## src/rtl/hamming16t11d_pkg.sv

```systemverilog
// Shared constants and types for the 16t11d SECDED storage slice.
//   DATA_W / CODE_W / N_CHECKB : data, codeword and Hamming check-bit widths
//   code_t / data_t            : codeword and data word types
//   DATA_POS                   : codeword position of each data bit
//   dec_status_e               : decoder verdict (clean, corrected, uncorrectable)
package hamming16t11d_pkg;

  localparam int unsigned DATA_W   = 11;
  localparam int unsigned CODE_W   = 16;
  localparam int unsigned N_CHECKB = 4;

  typedef logic [CODE_W-1:0] code_t;
  typedef logic [DATA_W-1:0] data_t;

  // Non-power-of-two positions, i.e. every slot not taken by a check bit or bit 0.
  localparam int unsigned DATA_POS [DATA_W] = '{3, 5, 6, 7, 9, 10, 11, 12, 13, 14, 15};

  typedef enum logic [1:0] {
    CLEAN = 2'd0,
    SEC   = 2'd1,
    DED   = 2'd2
  } dec_status_e;

endpackage

```

## src/rtl/hamming16t11d_dec.sv

```systemverilog
// Combinational 16t11d SECDED decoder.
//   code_i   : stored codeword
//   data_o   : corrected data (uncorrected pass-through on DED)
//   status_o : CLEAN, SEC (single error fixed) or DED (double error detected)
module hamming16t11d_dec
  import hamming16t11d_pkg::*;
(
  input  code_t       code_i,
  output data_t       data_o,
  output dec_status_e status_o
);

  logic [3:0] syndrome;
  logic       parity;
  code_t      corrected;

  always_comb begin
    syndrome = '0;
    for (int i = 1; i < int'(CODE_W); i++) begin
      if (code_i[4'(i)]) begin
        syndrome = syndrome ^ 4'(i);
      end
    end
    parity    = ^code_i;
    corrected = code_i;
    status_o  = CLEAN;
    if (parity) begin
      // Syndrome 0 with odd parity points at bit 0 itself; data is unaffected.
      corrected[syndrome] = ~code_i[syndrome];
      status_o            = SEC;
    end else if (syndrome != '0) begin
      status_o = DED;
    end
    data_o = '0;
    for (int i = 0; i < int'(DATA_W); i++) begin
      data_o[4'(i)] = corrected[4'(DATA_POS[i])];
    end
  end

endmodule

```

## src/rtl/hamming16t11d_enc.sv

```systemverilog
// Combinational 11->16 SECDED encoder.
//   data_i : 11-bit data word
//   code_o : 16-bit codeword (bit 0 overall parity, check bits at 1/2/4/8)
module hamming16t11d_enc
  import hamming16t11d_pkg::*;
(
  input  data_t data_i,
  output code_t code_o
);

  code_t code;

  always_comb begin
    code = '0;
    for (int i = 0; i < int'(DATA_W); i++) begin
      code[4'(DATA_POS[i])] = data_i[4'(i)];
    end
    // Check positions never fall inside another check bit's cover set, so the
    // accumulation below only ever reads data bits (or its own still-zero slot).
    for (int k = 0; k < int'(N_CHECKB); k++) begin
      for (int p = 3; p < int'(CODE_W); p++) begin
        if ((((p >> k) & 1) == 1) && (p != (1 << k))) begin
          code[4'(1 << k)] = code[4'(1 << k)] ^ code[4'(p)];
        end
      end
    end
    code[0] = ^code[CODE_W-1:1];
  end

  assign code_o = code;

endmodule

```

## src/rtl/hamming16t11d_scrub_mem.sv

```systemverilog
// SECDED-protected register file with background scrubber and error counters.
//   we_i/waddr_i/wdata_i/inj_mask_i : write port, mask XORed into the stored codeword
//   re_i/raddr_i -> rdata_o/rvalid_o/rsec_o/rded_o : 1-cycle read port, read-first
//   scrub_en_i/scrub_busy_o          : scrubber enable, busy while in READ or FIX
//   clr_cnt_i/sec_cnt_o/ded_cnt_o    : saturating SEC/DED event counters
//   ded_addr_o                       : address of the most recent DED
module hamming16t11d_scrub_mem
  import hamming16t11d_pkg::*;
#(
  parameter int unsigned DEPTH        = 16,
  parameter int unsigned SCRUB_PERIOD = 1024,
  parameter int unsigned CNT_W        = 16
) (
  input  logic                     clk_i,
  input  logic                     rstn_i,
  input  logic                     we_i,
  input  logic [$clog2(DEPTH)-1:0] waddr_i,
  input  logic [DATA_W-1:0]        wdata_i,
  input  logic [CODE_W-1:0]        inj_mask_i,
  input  logic                     re_i,
  input  logic [$clog2(DEPTH)-1:0] raddr_i,
  output logic [DATA_W-1:0]        rdata_o,
  output logic                     rvalid_o,
  output logic                     rsec_o,
  output logic                     rded_o,
  input  logic                     scrub_en_i,
  output logic                     scrub_busy_o,
  input  logic                     clr_cnt_i,
  output logic [CNT_W-1:0]         sec_cnt_o,
  output logic [CNT_W-1:0]         ded_cnt_o,
  output logic [$clog2(DEPTH)-1:0] ded_addr_o
);

  localparam int unsigned AddrW  = $clog2(DEPTH);
  localparam int unsigned TimerW = (SCRUB_PERIOD > 1) ? $clog2(SCRUB_PERIOD) : 1;

  typedef enum logic [1:0] {StIdle, StWait, StRead, StFix} scrub_state_e;

  code_t              mem_q [DEPTH];
  code_t              mem_d [DEPTH];
  data_t              rdata_q, rdata_d;
  logic               rvalid_q, rvalid_d;
  logic               rsec_q, rsec_d;
  logic               rded_q, rded_d;
  scrub_state_e       state_q, state_d;
  logic [TimerW-1:0]  timer_q, timer_d;
  logic [AddrW-1:0]   ptr_q, ptr_d;
  data_t              sc_data_q, sc_data_d;
  dec_status_e        sc_status_q, sc_status_d;
  logic [CNT_W-1:0]   sec_cnt_q, sec_cnt_d;
  logic [CNT_W-1:0]   ded_cnt_q, ded_cnt_d;
  logic [AddrW-1:0]   ded_addr_q, ded_addr_d;

  code_t       wr_code, wb_code;
  data_t       rd_dec_data, sc_dec_data;
  dec_status_e rd_dec_status, sc_dec_status;
  logic        rd_sec, rd_ded, sc_sec, sc_ded, wb_en;
  logic [1:0]  sec_inc, ded_inc;

  hamming16t11d_enc u_enc_wr (
    .data_i (wdata_i),
    .code_o (wr_code)
  );

  hamming16t11d_enc u_enc_wb (
    .data_i (sc_data_q),
    .code_o (wb_code)
  );

  hamming16t11d_dec u_dec_rd (
    .code_i   (mem_q[raddr_i]),
    .data_o   (rd_dec_data),
    .status_o (rd_dec_status)
  );

  hamming16t11d_dec u_dec_sc (
    .code_i   (mem_q[ptr_q]),
    .data_o   (sc_dec_data),
    .status_o (sc_dec_status)
  );

  function automatic logic [CNT_W-1:0] sat_add(input logic [CNT_W-1:0] cnt,
                                               input logic [1:0]       inc);
    logic [CNT_W:0] sum;
    sum = {1'b0, cnt} + (CNT_W+1)'(inc);
    return sum[CNT_W] ? {CNT_W{1'b1}} : sum[CNT_W-1:0];
  endfunction

  always_comb begin
    rd_sec  = re_i && (rd_dec_status == SEC);
    rd_ded  = re_i && (rd_dec_status == DED);
    sc_sec  = (state_q == StFix) && (sc_status_q == SEC);
    sc_ded  = (state_q == StFix) && (sc_status_q == DED);
    // A user write to the scrubbed word already carries fresh data, so the repair is dropped.
    wb_en   = sc_sec && !(we_i && (waddr_i == ptr_q));
    sec_inc = {1'b0, rd_sec} + {1'b0, sc_sec};
    ded_inc = {1'b0, rd_ded} + {1'b0, sc_ded};

    mem_d = mem_q;
    if (wb_en) begin
      mem_d[ptr_q] = wb_code;
    end
    if (we_i) begin
      mem_d[waddr_i] = wr_code ^ inj_mask_i;
    end

    rvalid_d = re_i;
    rdata_d  = re_i ? rd_dec_data : rdata_q;
    rsec_d   = rd_sec;
    rded_d   = rd_ded;

    sec_cnt_d = clr_cnt_i ? '0 : sat_add(sec_cnt_q, sec_inc);
    ded_cnt_d = clr_cnt_i ? '0 : sat_add(ded_cnt_q, ded_inc);

    ded_addr_d = ded_addr_q;
    if (rd_ded) begin
      ded_addr_d = raddr_i;
    end else if (sc_ded) begin
      ded_addr_d = ptr_q;
    end

    state_d     = state_q;
    timer_d     = timer_q;
    ptr_d       = ptr_q;
    sc_data_d   = sc_data_q;
    sc_status_d = sc_status_q;
    unique case (state_q)
      StIdle: begin
        timer_d = '0;
        if (scrub_en_i) begin
          state_d = StWait;
        end
      end
      StWait: begin
        if (!scrub_en_i) begin
          state_d = StIdle;
          timer_d = '0;
        end else if (timer_q == TimerW'(SCRUB_PERIOD - 1)) begin
          state_d = StRead;
          timer_d = '0;
        end else begin
          timer_d = timer_q + TimerW'(1);
        end
      end
      StRead: begin
        sc_data_d   = sc_dec_data;
        sc_status_d = sc_dec_status;
        state_d     = StFix;
      end
      StFix: begin
        ptr_d   = ptr_q + AddrW'(1);
        state_d = scrub_en_i ? StWait : StIdle;
      end
      default: state_d = StIdle;
    endcase
  end

  always_ff @(posedge clk_i or negedge rstn_i) begin
    if (!rstn_i) begin
      mem_q       <= '{default: '0};
      rdata_q     <= '0;
      rvalid_q    <= 1'b0;
      rsec_q      <= 1'b0;
      rded_q      <= 1'b0;
      state_q     <= StIdle;
      timer_q     <= '0;
      ptr_q       <= '0;
      sc_data_q   <= '0;
      sc_status_q <= CLEAN;
      sec_cnt_q   <= '0;
      ded_cnt_q   <= '0;
      ded_addr_q  <= '0;
    end else begin
      mem_q       <= mem_d;
      rdata_q     <= rdata_d;
      rvalid_q    <= rvalid_d;
      rsec_q      <= rsec_d;
      rded_q      <= rded_d;
      state_q     <= state_d;
      timer_q     <= timer_d;
      ptr_q       <= ptr_d;
      sc_data_q   <= sc_data_d;
      sc_status_q <= sc_status_d;
      sec_cnt_q   <= sec_cnt_d;
      ded_cnt_q   <= ded_cnt_d;
      ded_addr_q  <= ded_addr_d;
    end
  end

  assign rdata_o      = rdata_q;
  assign rvalid_o     = rvalid_q;
  assign rsec_o       = rsec_q;
  assign rded_o       = rded_q;
  assign scrub_busy_o = (state_q == StRead) || (state_q == StFix);
  assign sec_cnt_o    = sec_cnt_q;
  assign ded_cnt_o    = ded_cnt_q;
  assign ded_addr_o   = ded_addr_q;

endmodule
```

## config.mk

```make
export PLATFORM = sky130hd
export DESIGN_NAME = hamming16t11d_scrub_mem
export DESIGN_NICKNAME = d
export VERILOG_FILES = /design/src/rtl/hamming16t11d_pkg.sv /design/src/rtl/hamming16t11d_dec.sv /design/src/rtl/hamming16t11d_enc.sv /design/src/rtl/hamming16t11d_scrub_mem.sv
export SDC_FILE = /design/constraint.sdc
export NUM_CORES = 1
export LEC_CHECK = 0
export CAP_MARGIN = 20
export CORE_UTILIZATION = 30
export CTS_CLUSTER_DIAMETER = 120
export DETAILED_ROUTE_END_ITERATION = 16
export PLACE_DENSITY = 0.44
export REMOVE_ABC_BUFFERS = 1
export SLEW_MARGIN = 20
export SYNTH_ARGS = -nofsm -noshare
export SYNTH_HDL_FRONTEND = slang
export SYNTH_SLANG_ARGS = --single-unit
```

## constraint.sdc

```tcl
create_clock -name clk_i -period 6.1 [get_ports clk_i]
set_input_delay 1.525 -clock clk_i [delete_from_list [all_inputs] [get_ports clk_i]]
set_output_delay 1.525 -clock clk_i [all_outputs]
set_load 0.05 [all_outputs]
```

==> results_dict.tcl <==
set metrics [dict create \
    crit_path_end_kind "flip-flop" \
    tightest_slew_ns 1.04 \
    critPathCapture "sec_cnt_o[4]" \
    drive_gt1_share_pct 16.8 \
    clock_skew_ns 0.0200 \
    crit_start "raddr_i[2]" \
    drv_slew 0 \
    power_density_nw_per_um2 339 \
    setup_slack_ns 0.453 \
    crit_slowest_cell "nor2b_1" \
    core_sq_um 61700 \
    synthDominantCellAreaShare_pct 43.9 \
    fillers 6150 \
    start_util_pct 30.4 \
    synthDistinctLibCells 60 \
    outcome "complete, no violations" \
    cts_hold_buf 0 \
    cts_buffers 42 \
    path_max_fanout 13 \
    htree_levels 2 \
    synthArstFlopShare_pct 100 \
    multi_input_area_sq_um 9810 \
    grt_max_degree 112 \
    synth_edf_count 0 \
    route.vias.total 14601 \
    drc 0 \
    dp_slack_ns -0.121 \
    root_buffer "clkbuf_16" \
    dp_hpwl_microns 43000 \
    cts-resized-gates 0 \
    ys_ff_latch 329 \
    netlist_area_sq_um 18800 \
    fin_nets 1891 \
    grt_setup_unrepaired "no" \
    tritoncts "built" \
    r2r_start "mem_q[174]" \
    min_path_type "flip-flop to flip-flop" \
    io_buffers 81 \
    synth_area_leaders "dfrtp_1 (44%), mux4_2 (14%), mux2i_1 (7.4%)" \
    cp_data_required_time_ns 6.59 \
    cp_cell_sequence "clkdlybuf4s50_1 -> nor2b_1 -> a22o_1 -> a221oi_2 -> xnor2_1 -> buf_4 -> xnor2_1 -> xnor3_1 -> xor2_1 -> nand2_1 -> fa_1 -> inv_1 -> ha_1 -> and2_1 -> nand2_1 -> or3_1 -> buf_4 -> a21oi_1" \
    p_total_mw 7.56 \
    rr_endpoint "sec_cnt_o[4]" \
    slew_headroom_pct 30.7 \
    ys_warn_count 0 \
    die_x_microns 252 \
    p_leak_nw 10.5 \
    ys_seq_area_share_pct 43.9 \
    antenna_found_initial 0 \
    rows 91 \
    grt.total_usage_pct 21.6 \
    drt_iter0_drc 1304 \
    r2r_setup_slack_ns 1.68 \
    diodes 0 \
    finalCritPeriodShare_pct 92.6 \
    clock-sinks 329 \
    clock.fmax_ghz 0.177 \
    min_period_ns 5.65 \
    die_area_sq_um 63500 \
    tns_ns 0 \
    fin_util_pct 36.1 \
    critical_path_class "input port to flip-flop" \
    die_h_microns 252 \
    place.gp.congestion 0.829 \
    crit_path_max_incr_delay_ns 0.73 \
    startpoint_type "input port" \
    antenna_left 0 \
    clock_latency_ns 0.58 \
    hold_violations 0 \
    netlist_instances 1758 \
    synth.avg_cell_area_sq_um 10.7 \
    routedWlPerCell_microns 25.2 \
    ctsLongestPathBuffers 3 \
    grt_first_pass_wirelength_microns 100000 \
    globalRouteOverflowTotal 0 \
    clkTransAtPathRegs_ns 0.06 \
    avgViaCountPerCell 5.39 \
    cap_violations 0 \
    ff2ff_path_depth 17 \
    ir_drop_mv 0.207 \
    synth_ff_type "dfrtp_1" \
    seqCellArea_sq_um 8240 \
    dr.pass1.iters 5 \
    synthToLayoutAreaGrowth_pct 18.8 \
    synth_area_leader_cell "dfrtp_1" \
    drt-total-wl_microns 68300 \
    postCtsSetupRepairBufs 0 \
    arrival_ns 6.14 \
    finalSetupViolations 0 \
    ios 92 \
    first_global_vias 14279 \
]
==> cell families after synthesis <==
group,after synthesis,share of synthesized area (%)
adders and majority gates,9,0.680
DFF,329,43.9
muxes,278,23.8
other,1,0.0200
buffers and inverters,158,4.03
xor gates and xnor gates,74,3.73
AOI/OAI and AO/OA,261,8.28
and+or+nand+nor,648,15.6
==> synth_stat cells (4+ instances only) <==
cell / count
a21oi_1: 47
a221oi_2: 5
a22o_1: 9
a22oi_1: 46
and2_1: 7
and3_1: 80
buf_1: 5
buf_2: 18
buf_4: 8
buf_6: 8
clkbuf_1: 104
dfrtp_1: 329
ha_1: 7
inv_1: 11
mux2_1: 4
mux2_2: 6
mux2i_1: 139
mux4_1: 15
mux4_2: 114
nand2_1: 353
nand2b_1: 6
nand3_1: 96
nor2_1: 60
nor2b_1: 11
nor3_1: 9
o21ai_0: 138
or2_2: 4
xnor2_1: 34
xor2_1: 35
==> placed cells by master, fill, tap and decap left out, types with 6 or more instances in the layout <==
master / synthesis / layout
mux4_2: 114 / 114
inv_1: 11 / 11
a21oi_1: 47 / 47
a22oi_1: 46 / 46
clkbuf_16: 0 / 45
xor2_1: 35 / 34
buf_12: 3 / 12
mux2_2: 6 / 6
nand2_1: 353 / 352
clkbuf_8: 0 / 7
nand3_1: 96 / 96
and3_1: 80 / 80
a22o_1: 9 / 9
mux4_1: 15 / 15
nor2b_1: 11 / 9
nand2b_1: 6 / 6
o21ai_0: 138 / 138
nor2_1: 60 / 59
clkdlybuf4s50_1: 0 / 78
ha_1: 7 / 7
nor3_1: 9 / 6
dfrtp_1: 329 / 327
and2_1: 7 / 7
xnor2_1: 34 / 34
mux2i_1: 139 / 139
clkbuf_1: 104 / 12
buf_4: 8 / 91
==> final cells by class <==
cell class,instances,share of cell area [%]
Timing Repair Buffer,184,7.80
Clock buffer,64,5.69
Clock inverter,11,0.623
Tap cell,837,4.70
Multi-Input combinational cell,1273,44.0
Sequential cell,329,37.0
Inverter,11,0.185
==> flip-flops by register name, summed over array words and instances (netlist names), named ones only <==
signal / count
ptr_q: 4
state_q: 1
ded_addr_o: 4
rvalid_o: 1
rdata_o: 8
sc_status_q: 2
rsec_o: 1
timer_q: 10
mem_q: 256
ded_cnt_o: 16
sc_data_q: 8
sec_cnt_o: 16
rded_o: 1
==> report_power, final <==
| group | internal, mW | switching (mW) |
|---|---|---|
| Combinational | 1.01 | 1.16 |
| Sequential | 2.52 | 0.281 |
| Clock | 1.56 | 1.03 |
==> routing by layer <==
layer | global-route usage (%) | vias to the layer above | wire (microns)
met4 | 7.15 | 0 | 1970
li1 | - | 6486 | -
met2 | 33.6 | 599 | 31100
met1 | 30.3 | 7409 | 30300
met5 | 0 | - | 0
met3 | 3.94 | 107 | 4970
==> how the worst min path moves through the flow <==
stage | startpoint | slack, ns | depth (start not counted) | to
2_1_floorplan | timer_q[2] | 0.46 | 1 | timer_q[2]
3_3_place_gp | rdata_o[0] | 0.48 | 2 | rdata_o[0]
3_5_place_dp | rdata_o[0] | 0.48 | 2 | rdata_o[0]
4_1_cts | rdata_o[0] | 0.50 | 2 | rdata_o[0]
5_1_grt | timer_q[6] | 0.54 | 1 | timer_q[6]
6_report | timer_q[6] | 0.49 | 1 | timer_q[6]
==> critical path: cells and delay by family <==
family / cells / cell delay, ns
adder cells (fa/ha/maj): 2 / 0.64
XOR/XNOR: 4 / 0.99
AO/OA/AOI/OAI: 3 / 0.54
AND/OR/NAND/NOR: 5 / 1.42
buffers and inverters: 4 / 1.01
==> per-stage QoR <==
step	instances	hold WS, ns	area, sq um
floorplan	1613	0.456	18100
global placement	2633	0.480	20900
detailed placement	2633	0.481	20900
CTS	2708	0.495	22300
global route	2709	0.536	22300
finish	2709	0.493	22300
No activity file was read; power rests on OpenSTA's default activity.
